===== config.mk =====
export PLATFORM = sky130hd
export DESIGN_NAME = fp_addsub_pipe
export DESIGN_NICKNAME = d
export VERILOG_FILES = /design/src/rtl/fp_addsub_pipe.sv
export SDC_FILE = /design/constraint.sdc
export NUM_CORES = 1
export LEC_CHECK = 0
export CORE_ASPECT_RATIO = 0.7
export CORE_MARGIN = 2
export CORE_UTILIZATION = 60
export CTS_CLUSTER_DIAMETER = 80
export CTS_CLUSTER_SIZE = 30
export DETAILED_ROUTE_END_ITERATION = 6
export MAX_ROUTING_LAYER = met4
export PLACE_DENSITY = 0.81
export SYNTH_ARGS = -nofsm -noshare
export SYNTH_HDL_FRONTEND = slang
export SYNTH_SLANG_ARGS = --single-unit

===== constraint.sdc =====
create_clock -name clk -period 14.7 [get_ports clk]
set_input_delay 2.205 -clock clk [delete_from_list [all_inputs] [get_ports clk]]
set_output_delay 2.205 -clock clk [all_outputs]
set_load 0.01 [all_outputs]

===== src/rtl/fp_addsub_pipe.sv =====
// fp_addsub_pipe: three-stage pipelined floating-point add/subtract.
//   Stage 1: effective-sign fixup, compare/swap, exponent difference, alignment
//            of the smaller significand with sticky collection; specials decoded.
//   Stage 2: significand add (with carry renormalise) or subtract.
//   Stage 3: leading-zero normalise, rounding, overflow/underflow, flags.
// Ports:
//   clk, rst_n            clock, asynchronous active-low reset
//   in_valid/in_ready     operand handshake; op=0 -> a+b, op=1 -> a-b
//   a, b                  packed {sign, exp, mantis} operands
//   out_valid/out_ready   result handshake
//   result                packed result; zero/overflow/inexact status flags
// Build option: FP_ADDSUB_ROUND_NEAREST_EN selects round-to-nearest-even;
//   when undefined the result is truncated (round toward zero).

`ifndef EXP_SIZE
`define EXP_SIZE 8
`endif
`ifndef MANTIS_SIZE
`define MANTIS_SIZE 23
`endif

module fp_addsub_pipe #(
  parameter int unsigned  EXP_SIZE    = `EXP_SIZE,
  parameter int unsigned  MANTIS_SIZE = `MANTIS_SIZE,
  localparam int unsigned W           = 1 + EXP_SIZE + MANTIS_SIZE
) (
  input  logic         clk,
  input  logic         rst_n,
  input  logic         in_valid,
  output logic         in_ready,
  input  logic         op,
  input  logic [W-1:0] a,
  input  logic [W-1:0] b,
  output logic         out_valid,
  input  logic         out_ready,
  output logic [W-1:0] result,
  output logic         zero,
  output logic         overflow,
  output logic         inexact
);

  localparam int unsigned E  = EXP_SIZE;
  localparam int unsigned M  = MANTIS_SIZE;
  localparam int unsigned SW = M + 4;            // {hidden, mantis, G, R, S}
  localparam int unsigned XW = E + 2;            // exponent with carry and sign guard
  localparam int unsigned LW = $clog2(SW) + 1;
  localparam logic [XW-1:0] EXP_MAX = {2'b00, {E{1'b1}}};

  // Flow control: a stage loads when empty or when its successor loads.
  logic v1, v2, v3;
  logic ld1, ld2, ld3;
  assign ld3       = ~v3 | out_ready;
  assign ld2       = ~v2 | ld3;
  assign ld1       = ~v1 | ld2;
  assign in_ready  = ld1;
  assign out_valid = v3;

  // Stage 1 combinational: decode, swap, align.
  logic          b_sign, a_zero, b_zero, a_inf, b_inf, swap, s_zero, s_lost;
  logic          l_sign;
  logic [W-2:0]  a_mag, b_mag;
  logic [E-1:0]  l_exp, s_exp, d;
  logic [M-1:0]  l_man, s_man;
  logic [SW-1:0] s_full, s_shift, s_al;
  logic          sp_en, sp_zero;
  logic [W-1:0]  sp_word;

  always_comb begin
    b_sign  = b[W-1] ^ op;
    a_zero  = a[W-2:M] == '0;
    b_zero  = b[W-2:M] == '0;
    a_inf   = &a[W-2:M];
    b_inf   = &b[W-2:M];
    a_mag   = a_zero ? '0 : a[W-2:0];
    b_mag   = b_zero ? '0 : b[W-2:0];
    swap    = b_mag > a_mag;
    l_sign  = swap ? b_sign    : a[W-1];
    l_exp   = swap ? b[W-2:M]  : a[W-2:M];
    l_man   = swap ? b[M-1:0]  : a[M-1:0];
    s_exp   = swap ? a[W-2:M]  : b[W-2:M];
    s_man   = swap ? a[M-1:0]  : b[M-1:0];
    s_zero  = swap ? a_zero    : b_zero;
    d       = l_exp - s_exp;
    s_full  = {1'b1, s_man, 3'b000};
    s_shift = s_full >> d;
    s_lost  = |(s_full ^ (s_shift << d));
    // Bits shifted out are jammed into the sticky position.
    if (s_zero)                  s_al = '0;
    else if (32'(d) > SW - 1)    s_al = SW'(1);
    else                         s_al = {s_shift[SW-1:1], s_shift[0] | s_lost};

    sp_en   = 1'b0;
    sp_zero = 1'b0;
    sp_word = '0;
    if (a_inf || b_inf) begin
      sp_en = 1'b1;
      if (a_inf && b_inf) sp_word = {a[W-1] & b_sign, {E{1'b1}}, {M{1'b0}}};
      else if (a_inf)     sp_word = {a[W-1],          {E{1'b1}}, {M{1'b0}}};
      else                sp_word = {b_sign,          {E{1'b1}}, {M{1'b0}}};
    end else if (a_zero && b_zero) begin
      sp_en   = 1'b1;
      sp_zero = 1'b1;
      sp_word = {a[W-1] & b_sign, {(W-1){1'b0}}};
    end
  end

  logic          s1_sign, s1_sub, s1_sp_en, s1_sp_zero;
  logic [E-1:0]  s1_exp;
  logic [SW-1:0] s1_sig_l, s1_sig_s;
  logic [W-1:0]  s1_sp_word;

  always_ff @(posedge clk or negedge rst_n) begin
    if (!rst_n) begin
      v1 <= 1'b0; s1_sign <= 1'b0; s1_sub <= 1'b0; s1_sp_en <= 1'b0; s1_sp_zero <= 1'b0;
      s1_exp <= '0; s1_sig_l <= '0; s1_sig_s <= '0; s1_sp_word <= '0;
    end else if (ld1) begin
      v1 <= in_valid;
      if (in_valid) begin
        s1_sign    <= l_sign;
        s1_sub     <= a[W-1] ^ b_sign;
        s1_exp     <= l_exp;
        s1_sig_l   <= {1'b1, l_man, 3'b000};
        s1_sig_s   <= s_al;
        s1_sp_en   <= sp_en;
        s1_sp_zero <= sp_zero;
        s1_sp_word <= sp_word;
      end
    end
  end

  // Stage 2 combinational: magnitude add or subtract (L >= S so never negative).
  logic [SW:0]   sum;
  logic [SW-1:0] sig2;
  logic [XW-1:0] exp2;

  always_comb begin
    sum  = {1'b0, s1_sig_l} + {1'b0, s1_sig_s};
    sig2 = sum[SW-1:0];
    exp2 = XW'(s1_exp);
    if (s1_sub) begin
      sig2 = s1_sig_l - s1_sig_s;
    end else if (sum[SW]) begin
      sig2 = {sum[SW:2], sum[1] | sum[0]};
      exp2 = XW'(s1_exp) + XW'(1);
    end
  end

  logic          s2_sign, s2_sp_en, s2_sp_zero;
  logic [XW-1:0] s2_exp;
  logic [SW-1:0] s2_sig;
  logic [W-1:0]  s2_sp_word;

  always_ff @(posedge clk or negedge rst_n) begin
    if (!rst_n) begin
      v2 <= 1'b0; s2_sign <= 1'b0; s2_sp_en <= 1'b0; s2_sp_zero <= 1'b0;
      s2_exp <= '0; s2_sig <= '0; s2_sp_word <= '0;
    end else if (ld2) begin
      v2 <= v1;
      if (v1) begin
        s2_sign    <= s1_sign;
        s2_exp     <= exp2;
        s2_sig     <= sig2;
        s2_sp_en   <= s1_sp_en;
        s2_sp_zero <= s1_sp_zero;
        s2_sp_word <= s1_sp_word;
      end
    end
  end

  // Stage 3 combinational: normalise, round, classify.
  logic [LW-1:0] lz;
  logic [SW-1:0] norm;
  logic [XW-1:0] exp_n, exp_f;
  logic [M-1:0]  man;
  logic [2:0]    grs;
  logic          inc;
  logic [M+1:0]  rnd;
  logic [W-1:0]  res3;
  logic          zero3, ovf3, inx3;
  logic          unused_bits;

  always_comb begin
    lz = '0;
    for (int unsigned i = 0; i < SW; i++) begin
      if (s2_sig[i]) lz = LW'(SW - 1 - i);
    end
    norm  = s2_sig << lz;
    exp_n = s2_exp - XW'(lz);
    man   = norm[SW-2:3];
    grs   = norm[2:0];
`ifdef FP_ADDSUB_ROUND_NEAREST_EN
    inc   = grs[2] & ((|grs[1:0]) | man[0]);
`else
    inc   = 1'b0;
`endif
    rnd   = {2'b01, man} + (M+2)'(inc);
    // Rounding carry makes the significand 10.00..0: mantissa bits become zero.
    exp_f = exp_n + XW'(rnd[M+1]);

    res3  = {s2_sign, exp_f[E-1:0], rnd[M-1:0]};
    zero3 = 1'b0;
    ovf3  = 1'b0;
    inx3  = |grs;
    if (s2_sp_en) begin
      res3  = s2_sp_word;
      zero3 = s2_sp_zero;
      inx3  = 1'b0;
    end else if (s2_sig == '0) begin
      res3  = '0;
      zero3 = 1'b1;
      inx3  = 1'b0;
    end else if (exp_n[XW-1] || exp_n == '0) begin
      res3  = {s2_sign, {(W-1){1'b0}}};
      zero3 = 1'b1;
      inx3  = 1'b1;
    end else if (exp_f >= EXP_MAX) begin
      res3  = {s2_sign, {E{1'b1}}, {M{1'b0}}};
      ovf3  = 1'b1;
      inx3  = 1'b1;
    end
    unused_bits = norm[SW-1] ^ rnd[M];
  end

  always_ff @(posedge clk or negedge rst_n) begin
    if (!rst_n) begin
      v3 <= 1'b0; result <= '0; zero <= 1'b0; overflow <= 1'b0; inexact <= 1'b0;
    end else if (ld3) begin
      v3 <= v2;
      if (v2) begin
        result   <= res3;
        zero     <= zero3;
        overflow <= ovf3;
        inexact  <= inx3;
      end
    end
  end

endmodule


## After elaboration in Yosys (flattened, before gate mapping)

Cells that the tools add are included.

| operators by class | value |
|---|---|
| multiplexer cells | 63 |
| bitwise operators | 12 |
| shifts and indexed selects | 3 |
| reduce and logical (&&, ||, !) cells | 15 |
| $add $sub $neg | 5 |
| $lt $le $gt $ge | 3 |

Operators by type and width:

| kind | count |
|---|---|
| 32-bit two-way mux | 6 |
| 6-bit two-way mux | 26 |
| 31-bit two-way mux | 4 |
| 27-bit two-way mux | 4 |
| 23-bit two-way mux | 2 |
| 31-bit greater-than comparator | 1 |
| 27-bit by 27-bit adder with 28-bit output | 1 |
| 27-bit logical NOT | 1 |
| 27-bit OR reduction | 1 |
| 27-bit by 6-bit << shifter with 26-bit output | 1 |
| 27-bit by 8-bit << shifter with 27-bit output | 1 |
| 27-bit by 8-bit right shift with 27-bit output | 1 |
| 27-bit subtractor | 1 |
| 27-bit bitwise XOR | 1 |
| 9-bit two-way mux | 2 |
| 8-bit logical NOT | 2 |
| 1-bit two-way mux | 16 |
| 8-bit two-way mux | 2 |
| 8-bit AND reduction | 2 |
| 10-bit by 8-bit greater-or-equal comparator with 1-bit output (second input constant) | 1 |
| 10-bit logical NOT | 1 |
| 10-bit by 6-bit subtractor with 10-bit output | 1 |
| 8-bit by 1-bit adder with 9-bit output (second input constant) | 1 |
| 8-bit by 5-bit greater-than comparator with 1-bit output (second input constant) | 1 |
| 10 further kinds | 21 |

| word-level totals | value |
|---|---|
| input bits | 69 |
| register bits after elaboration | 205 |
| logic and storage cells | 122 |

## Longest topological paths before layout

Gate-level depths: netlist of the first run.

| depth | value |
|---|---|
| depth in word-level cells | 33 |
| mapped depth | 37 |

## Worst setup path before layout of the first run

Ideal clock, no wire load.

| path | value |
|---|---|
| path type | input to register |
| start point | in b[25] |
| end point | reg s1_sig_s[0] |
| buffers on the path | 8 |
| setup time | 0.129 ns |
| data arrival time | 9.429 ns |
| data required time | 14.571 ns |
| cell stages on the path | 36 |
| path slack | 5.142 ns |
| cell sequence | clkbuf_1 > nor4_1 > nand2_1 > clkbuf_1 > and2_1 > ha_1 > nand4_1 > nor3_1 > o31a_1 > o31ai_2 > a21boi_4 > buf_4 > buf_2 > buf_1 > clkbuf_1 > clkbuf_1 > nor2_1 > a21oi_1 > ha_1 > nor2_1 > nand2_1 > o31ai_1 > a221o_1 > a211o_1 > nor2_2 > buf_2 > mux4_2 > mux2i_1 > a21oi_1 > o311ai_1 > a21oi_1 > a221o_1 > o31ai_1 > o2111a_1 > o2111ai_1 > o41a_1 |

| between the ends | value |
|---|---|
| longest elaborated chain between the ends | 12 |
| elaborated cells between the ends (all ways) | 16 |
| those cells by class | 1 x add/sub; 2 x order compare; 2 x shift; 7 x mux; 2 x bitwise; 2 x reduce/logical |

Ends and longest elaborated chain:

| element | line | source |
|---|---|---|
| start: declaration | 33 | `input logic [W-1:0] b,` |
| 8-bit logical NOT | 71 | `b_zero = b[W-2:M] == '0;` |
| 31-bit two-way mux | 75 | `b_mag = b_zero ? '0 : b[W-2:0];` |
| 31-bit greater-than comparator | 76 | `swap = b_mag > a_mag;` |
| 8-bit two-way mux (on tied branches) | 78, 80 |  |
| 8-bit subtractor | 83 | `d = l_exp - s_exp;` |
| 27-bit by 8-bit right shift with 27-bit output | 85 | `s_shift = s_full >> d;` |
| 27-bit by 8-bit << shifter with 27-bit output | 86 | `s_lost = \|(s_full ^ (s_shift << d));` |
| 27-bit bitwise XOR | 86 |  |
| 27-bit OR reduction | 86 |  |
| 1-bit OR | 90 | `else s_al = {s_shift[SW-1:1], s_shift[0] \| s_lost};` |
| 27-bit two-way mux | 89 | `else if (32'(d) > SW - 1) s_al = SW'(1);` |
| 27-bit two-way mux (*) | 88 | `if (s_zero) s_al = '0;` |
| end signal: assignment | 123 | `s1_sig_s <= s_al;` |
| end: declaration | 109 | `logic [SW-1:0] s1_sig_l, s1_sig_s;` |

Mark *: on every way between the ends. The rest lies on a longest branch, timed or not.
A chain may end at the register's enable or synchronous reset.

## Worst setup path in the final report of the first run

| path | value |
|---|---|
| start point | in b[29] |
| end point | reg s1_sig_s[0] |

The elaborated chain is that of the path after synthesis.

==> results.txt, run 1 <==
* Post-DR vias/cell: 6.97
- The critical path is of the in2reg type.
- VDD sags by at most 0.161 mV.
- The hold violation count in the final report was 0.
- Average cell area after synthesis: 7.71 sq um
- Transition time of the tightest slew-check pin: 1.26 ns
- Total power draw: 2.54 mW
* Top cell type's share of synthesized area: 22.4%
- Post-detail-place hpwl: 45.7 mm
- Net Sw Frac: 48.0%
- First-pass GRT wire length: 90.0 mm
- Setup skew after layout: 0.0115 ns
- CTS hold repair buffers: 0
- Wires add up to 59.5 mm.
- Initial antenna violation count: 4
- Time the final worst path needs with I/O delays and setup: 10.92 ns
- Counting along the longest clock path gives a buffer depth of 2.
* Fraction of power consumed by sequential logic: 23.5%
- Insertion delay of the later-clocked pin in the worst-skew pair: 0.45 ns
- The synthesized netlist contains 107 unique library cells.
* Final Max Tran Viols: 0
- Power density of the placed cells: 142 nW/um^2
- For this run, the total global-route usage over all layers was measured as 43.0%.
- The count of buffers added on input and output ports is 105.
- Total standard cell area after synthesis: 16100 sq um
* Final TNS setup: 0 ns
- The core region is 26500 sq um.
- In this run, the combinational gates consume 57.7% of the power.
* Worst setup EP type: register
- Power dissipated by switching net loads: 1.22 mW
* Highest metal layer with signal wires: met4
- Number of sinks driven by the clock tree: 144
- Hold is met by 0.476 ns.
* Clock edge transition at the registers on the reported setup and hold paths: 0.07 ns
* Antenna Violating Nets Remaining: 0
- STA puts the critical path data arrival time at 11.25 ns.
- Share of layout cells above drive strength 1: 6.75%
- Drt wl/cell: 24.1 microns
- Setup violations remaining at the end of the flow were counted as 0.
- Setup Fix Bufs, Post-CTS: 0
- Area growth, synth to finish: 11.1%
- The tightest min-delay check is of the reg2reg type.
* Largest net degree at the start of global routing: 78
- When the netlist entered floorplanning its net count stood at 2241.
- Top_reg_cell synth: sky130_fd_sc_hd__dfrtp_1
* Dominant cells by area after synthesis: sky130_fd_sc_hd__dfrtp_1, sky130_fd_sc_hd__mux2i_1, sky130_fd_sc_hd__nand2_1
- Portion of the clock cycle consumed by the worst path in the final layout: 74.3%
- In the detailed route, the total length drawn on met2 is 23.1 mm.
- At the end of routability-driven placement, the weighted congestion stood at 1.09.
- Wire length the detailed router placed on met1: 26.4 mm
- The H-tree was split into 4 levels.
- Internal portion of total power: 1.32 mW
- For this run, the detailed router's first-pass iteration total came to 7.
- During synthesis, Yosys emitted a total of 0 warnings.
* Synthesized netlist cell count: 2083
- The largest total area in the synthesized netlist belongs to sky130_fd_sc_hd__dfrtp_1.
- Total number of vias: 17.2k
- Of all nets on the critical path, the largest fanout is 69.
* Cells resized by post-CTS repair: 0
- Setup repair after global routing left no endpoint under its margin.
- STA classifies the critical path startpoint as a primary input.
- Final instance area: 17900 sq um
- WP data required: 15.04 ns
- The routed design uses 8.72 mm of met3 wire.
- Library cell with the highest instance count after synthesis: sky130_fd_sc_hd__nand2_1
- I/O pin cnt: 106
- The floorplan step defined a die boundary enclosing 28100 sq um.
- The worst pin sits at a relative slew slack of 15.4%.
* Share of flip-flops with an asynchronous set or reset after synthesis: 100%
* Max capacitance violation total: 0
- After detailed placement, the total cell area comes to 17200 sq um.
* Initial core utilization: 60.6%
- From bottom edge to top edge, the die measures 141 microns.
* Proportion of synthesized chip area in sequential cells: 22.4%
- Vias in the first global route: 15.4k
- Std cell rows: 50
* Worst Setup Slack, final: 3.78 ns
* Fillers: 2193
- By count the netlist is led by sky130_fd_sc_hd__nand2_1, sky130_fd_sc_hd__mux2i_1, sky130_fd_sc_hd__nor2_1, sky130_fd_sc_hd__o21ai_0, sky130_fd_sc_hd__dfrtp_1.
- The die is 200 microns wide.
- Violations in the final reports: design-rule violations
- Number of synthesized flops with an enable pin: 0
- Number of nets in the finished design: 2249
* Clock network fraction of design power: 18.8%
- The root buffer cell chosen for the clock tree is sky130_fd_sc_hd__clkbuf_16.
- Maximum clock frequency: 0.0916 GHz
- Counting flops and latches in the post-synthesis netlist gives 144.
* DRC violations left: 1
* TritonCTS clock tree: built
- Post-placement worst setup slack: 3.81 ns
* Static power due to leakage: 7.83 nW
- Outcome: finished, violations left
* Number of clock buffers inserted by TritonCTS: 17
- GRT Residual Overflow: 0
- After the first detailed-routing iteration, the DRC count stood at 2883.
-- critical path, stage by stage --
cell and delay (ns):
sky130_fd_sc_hd__clkdlybuf4s50_1 0.56, sky130_fd_sc_hd__nor4_1 0.36, sky130_fd_sc_hd__nand2_1 0.48, sky130_fd_sc_hd__and2_1 0.36
sky130_fd_sc_hd__ha_1 0.30, sky130_fd_sc_hd__nand4_1 0.12, sky130_fd_sc_hd__nor3_1 0.33, sky130_fd_sc_hd__nand4_1 0.53
sky130_fd_sc_hd__a21boi_4 0.31, sky130_fd_sc_hd__buf_4 0.39, sky130_fd_sc_hd__nor2_1 0.22, sky130_fd_sc_hd__a21oi_1 0.06
sky130_fd_sc_hd__ha_2 0.47, sky130_fd_sc_hd__clkinv_1 0.53, sky130_fd_sc_hd__buf_4 0.50, sky130_fd_sc_hd__o2111ai_1 0.14
sky130_fd_sc_hd__o211ai_1 0.12, sky130_fd_sc_hd__nor3_1 0.45, sky130_fd_sc_hd__nand2_1 0.10, sky130_fd_sc_hd__o21ai_1 0.50
sky130_fd_sc_hd__mux2i_1 0.39, sky130_fd_sc_hd__o311ai_0 0.67, sky130_fd_sc_hd__a22o_1 0.31, sky130_fd_sc_hd__a221oi_1 0.09
sky130_fd_sc_hd__a31oi_1 0.23, sky130_fd_sc_hd__nand3_1 0.09, sky130_fd_sc_hd__o41a_1 0.37
-- cells by family (layout without fill, tap and decap cells) --
logic type	Yosys count	after routing	share of synthesized area, %
adder cells (fa/ha/maj)	89	89	7.02
multiplexers	206	206	14.0
other	0	4	0
AO/OA/AOI/OAI	606	606	26.1
buffers and inverters	239	260	5.93
XOR/XNOR	48	48	2.66
AND/OR/NAND/NOR	751	751	21.9
flip-flops	144	144	22.4
-- final cells by class --
cell class	count	area [sq um]	area share (%)
multi-input cells	1700	11500	64.6
flip-flops and latches	144	3600	20.2
repair buffers	131	1250	6.99
well taps	364	455	2.55
clock buffers	18	439	2.46
inverters	97	364	2.04
clock inverters	14	195	1.09
diodes	4	10.0	0.0561
-- metal layers --
layer,vias up,GRT usage (%)
met4,0,10.6
met1,8243,64.1
met3,111,15.5
met2,1197,53.7
li1,7690,-
met5,-,-
-- state kept, by name, indices dropped and copies added, names as in the netlist, 2 cells and up --
register and flops:
result 32, s1_sig_s 27, s2_sig 27, s1_sig_l 24, s2_exp 9, s1_exp 8, s1_sp_word 2, s2_sp_word 2
-- stage by stage --
step | instances | util [%]
after floorplan | 2083 | -
after global placement | 2436 | 64.9
after detailed placement | 2436 | 64.9
after CTS | 2468 | 67.3
after global routing | 2472 | 67.3
final | 2472 | 67.3
-- power groups by stage --
| stage | combinational, mW | clock [mW] | sequential, mW |
|---|---|---|---|
| after floorplan | 0.923 | 0 | 0.587 |
| after global placement | 1.36 | 0 | 0.590 |
| after detailed placement | 1.39 | 0 | 0.597 |
| after CTS | 1.40 | 0.478 | 0.592 |
| after global routing | 1.55 | 0.495 | 0.607 |
| final | 1.47 | 0.477 | 0.597 |
-- path summary, 6_finish.rpt --
| kind | endpoint | depth (start not counted) | startpoint | slack (ns) |
|---|---|---|---|---|
| hold / removal | s1_sig_l[26]$_DFFE_PN0P_ | 1 | s1_sig_l[26]$_DFFE_PN0P_ | 0.48 |
| min in group asynchronous | result[16]$_DFFE_PN0P_ | 1 | rst_n | 1.73 |
| setup reg to reg | result[1]$_DFFE_PN0P_ | 28 | s2_sig[1]$_DFFE_PN0P_ | 7.34 |
| hold reg to reg | s1_sig_l[26]$_DFFE_PN0P_ | 1 | s1_sig_l[26]$_DFFE_PN0P_ | 0.48 |
| setup / recovery | s1_sig_s[0]$_DFFE_PN0P_ | 27 | b[29] | 3.78 |
| max in group asynchronous | s1_sig_l[23]$_DFFE_PN0P_ | 2 | rst_n | 11.54 |
-- cell usage in the layout, fill, tap and decap left out, types with 26 or more instances in the layout --
cell | Yosys | routed
sky130_fd_sc_hd__clkdlybuf4s50_1 | 0 | 104
sky130_fd_sc_hd__a21oi_1 | 136 | 136
sky130_fd_sc_hd__mux2i_1 | 171 | 171
sky130_fd_sc_hd__xnor2_1 | 32 | 32
sky130_fd_sc_hd__and2_1 | 33 | 33
sky130_fd_sc_hd__ha_1 | 87 | 86
sky130_fd_sc_hd__nor2_1 | 148 | 148
sky130_fd_sc_hd__nand3_1 | 50 | 50
sky130_fd_sc_hd__o21ai_0 | 148 | 148
sky130_fd_sc_hd__buf_4 | 5 | 26
sky130_fd_sc_hd__nor3_1 | 73 | 73
sky130_fd_sc_hd__nand2b_1 | 30 | 30
sky130_fd_sc_hd__inv_1 | 93 | 93
sky130_fd_sc_hd__nand2_1 | 292 | 290
sky130_fd_sc_hd__dfrtp_1 | 144 | 144
sky130_fd_sc_hd__nand4_1 | 27 | 27
Note: power is estimated with default switching activity, not from simulation.
==> run 2: changes to the inputs <==
==> constraint.sdc (replaced) <==
create_clock -name clk -period 11.01 [get_ports clk]
set_input_delay 1.6515 -clock clk [delete_from_list [all_inputs] [get_ports clk]]
set_output_delay 1.6515 -clock clk [all_outputs]
set_load 0.01 [all_outputs]
==> run 2 against run 1 <==
Effect of this change:
- the flow still finishes with violations (design-rule violations)
- combinational power increased by 37%
- power up 32%
- routed wire length rose by 4.6%
- global-route usage increased by 2.1 points
- critical path type unchanged
- largest cell class unchanged
==> results.txt, run 2 (synthesis results as in run 1) <==
- Drt wl/cell: 25.2 microns (+4.5%)
* Length of the first detailed-routing pass in iterations: 7 (unchanged)
- The first-pass GRT wire length was 93.8 mm (+4.2%).
- The delay of the slowest cell on the worst path is 0.59 ns (-0.08 ns).
- The max-slew violation total from the final report is 0 (unchanged).
- The clock sink total is 144 (unchanged).
- Final TNS setup: 0 ns (unchanged)
- Buffers on Ports: 105 (unchanged)
- The critical path buffer and inverter count is 2 (-2).
- The initial core utilization is 60.6% (unchanged).
* Crit path max-delay family: simple AND/OR/NAND/NOR gates
- Power density of the placed cells: 188 nW/um^2 (+32%)
* Final instance area: 17800 sq um (-0.41%)
- Counting flops per register, the top entry is result.
- Share of layout cells above drive strength 1: 6.83% (+0.082 points)
* Maximum fanout along the worst path: 31 (-55%)
- The number of cells upsized or downsized after cts came to 0 (unchanged).
* Number of flip-flops in the largest register: 32 (unchanged)
* Time the final worst path needs with I/O delays and setup: 9.68 ns
* Number of clock buffers inserted by TritonCTS: 17 (unchanged)
- Met2 Wirelength: 24.8 mm (+7.5%)
- Final weighted congestion in routability-driven placement: 1.09 (+0.15%)
- The number of maximum-capacitance violations was 0 (unchanged).
- Routed signal wires occupy layers up through met4.
- The maximum resistive drop on vdd was 0.197 mV (+22%).
- The via density per instance came to 7.13 (+2.2%).
* Outcome: finished, violations left
- Setup repair after global routing missed its margin: false
- Initial antenna violation count: 3 (-1)
* Worst Setup Start Kind: primary input
- The H-tree depth was 4 (unchanged).
* TritonCTS clock tree: built
* Cell at the root of the clock tree: sky130_fd_sc_hd__clkbuf_16
* Total detailed-routing wirelength: 62.3 mm (+4.6%)
- The critical path in this run is classified as in2reg.
- GRT Residual Overflow: 0 (unchanged)
* Largest net degree at the start of global routing: 98 (+26%)
* Setup Fix Bufs, Post-CTS: 0 (unchanged)
- Area growth, synth to finish: 10.7%
- The total die area is 28100 sq um (unchanged).
- Tracing the worst setup path back leads to its startpoint at b[29].
- Commonest cells after routing, fill and taps aside: sky130_fd_sc_hd__nand2_1, sky130_fd_sc_hd__mux2i_1, sky130_fd_sc_hd__nor2_1, sky130_fd_sc_hd__o21ai_0, sky130_fd_sc_hd__dfrtp_1
- I/O pin cnt: 106 (unchanged)
* Most frequent cell on the critical path: sky130_fd_sc_hd__nand2_1
- Antenna Violating Nets Remaining: 0 (unchanged)
* Portion of the clock cycle consumed by the worst path in the final layout: 87.9%
- Global-route usage over all layers: 45.1% (+2.1 points)
* Wire length the detailed router placed on met1: 26.0 mm (-1.4%)
- The insertion delay to the later sink of the worst-skew pair was 0.45 ns (about the same).
* Total number of vias: 17.6k (+2.4%)
* Maximum clock frequency: 0.103 GHz
- Dpl cell area: 17300 sq um (+0.26%)
* Largest buffer count on any clock path: 2 (unchanged)
- The core region area was 26500 sq um (unchanged).
- Chip Height: 141 microns (unchanged)
- The leakage dissipation came to 7.80 nW (-0.37%).
- The worst setup path is captured at a register.
- The initial DRC count was 2533 (-12%).
- The horizontal die dimension came to 200 microns (unchanged).
- Number of nets in the finished design: 2255 (+0.27%)
- In this run the worst hold path is classified as reg2reg.
- Vias in the first global route: 15.9k (+2.9%)
* Most frequent standard cell in the layout excluding fill and tap cells: sky130_fd_sc_hd__nand2_1
* Violations in the final reports: design-rule violations
* Worst hold start: s1_sig_l[26]$_DFFE_PN0P_
* Length of routed met3 wiring: 9.95 mm (+14%)
- Setup skew after layout: 0.0139 ns (+0.00246 ns)
- Hold_ws: 0.485 ns (+0.00904 ns)
* Reg-to-Reg Start: s2_sig[1]$_DFFE_PN0P_
- The critical path required time is 11.34 ns (-3.70 ns).
- Critical path arrival: 10.01 ns (-1.24 ns)
- Post-detail-place hpwl: 48.0 mm (+5.1%)
- DRC violations left: 1 (unchanged)
- Clock edge transition at the registers on the reported setup and hold paths: 0.07 ns (about the same)
- Total count of hold-check failures in the final report: 0 (unchanged)
- The count of hold buffers inserted by post-cts repair came to 0 (unchanged).
- The worst slew margin relative to its limit came to 11.2% (-4.2 points).
- The slew at the pin closest to its max-slew limit was 1.33 ns (+0.0628 ns).
- Std cell rows: 50 (unchanged)
- Number of failing setup endpoints in the final timing report: 0 (unchanged)
- The largest individual stage delay along the critical path comes from the cell sky130_fd_sc_hd__nor2_2.
* Largest registers: result: 32 flops, s1_sig_s: 27 flops, s2_sig: 27 flops
## run 2: cell count changes in the layout (fill, tap and decap cells not counted), moves of 2 or more
cell,change
sky130_fd_sc_hd__clkbuf_1,+2
sky130_fd_sc_hd__inv_8,-4
sky130_fd_sc_hd__clkinv_2,+2
sky130_fd_sc_hd__buf_4,+6
sky130_fd_sc_hd__bufinv_16,-3
## run 2: final timing paths
path                                             to  slack [ns]  depth (start not counted)
hold / removal             s1_sig_l[26]$_DFFE_PN0P_        0.49                          1
max in group asynchronous     result[7]$_DFFE_PN0P_        8.28                          2
hold reg to reg            s1_sig_l[26]$_DFFE_PN0P_        0.49                          1
min in group asynchronous    result[16]$_DFFE_PN0P_        1.20                          1
setup reg to reg              result[2]$_DFFE_PN0P_        2.97                         27
setup / recovery            s1_sig_s[0]$_DFFE_PN0P_        1.33                         27
## run 2: layer usage
metal | up-vias | GRT usage [%]
met3 | 129 | 18.7
met4 | 0 | 12.3
met5 | - | -
met2 | 1305 | 58.5
li1 | 7718 | -
met1 | 8497 | 63.5
## run 2: layout make-up
class                           count  area (sq um)
Sequential cell                   144          3600
Fill cell                        2208          8740
Antenna cell                        3          7.51
Inverter                           97           364
Timing Repair Buffer              137          1290
Clock buffer                       19           433
Tap cell                          364           455
Clock inverter                     11          86.3
Multi-Input combinational cell   1700         11500
## run 2: report_power, final
group          switching (mW)  internal, mW  total (mW)  leakage (nW)
sequential              0.142         0.656       0.798          1.82
clock                   0.248         0.288       0.536         0.250
combinational            1.27         0.738        2.01          5.73
total                    1.66          1.68        3.34          7.80
## run 2: metrics by stage
stage	cells	setup slack (ns)	power (mW)	utilization, %
after floorplan	2083	2.01	2.02	-
after global placement	2442	1.26	2.62	65.1
after detailed placement	2442	1.16	2.68	65.1
after CTS	2472	1.62	3.23	67.0
after global routing	2475	0.861	3.48	67.0
final	2475	1.33	3.34	67.0
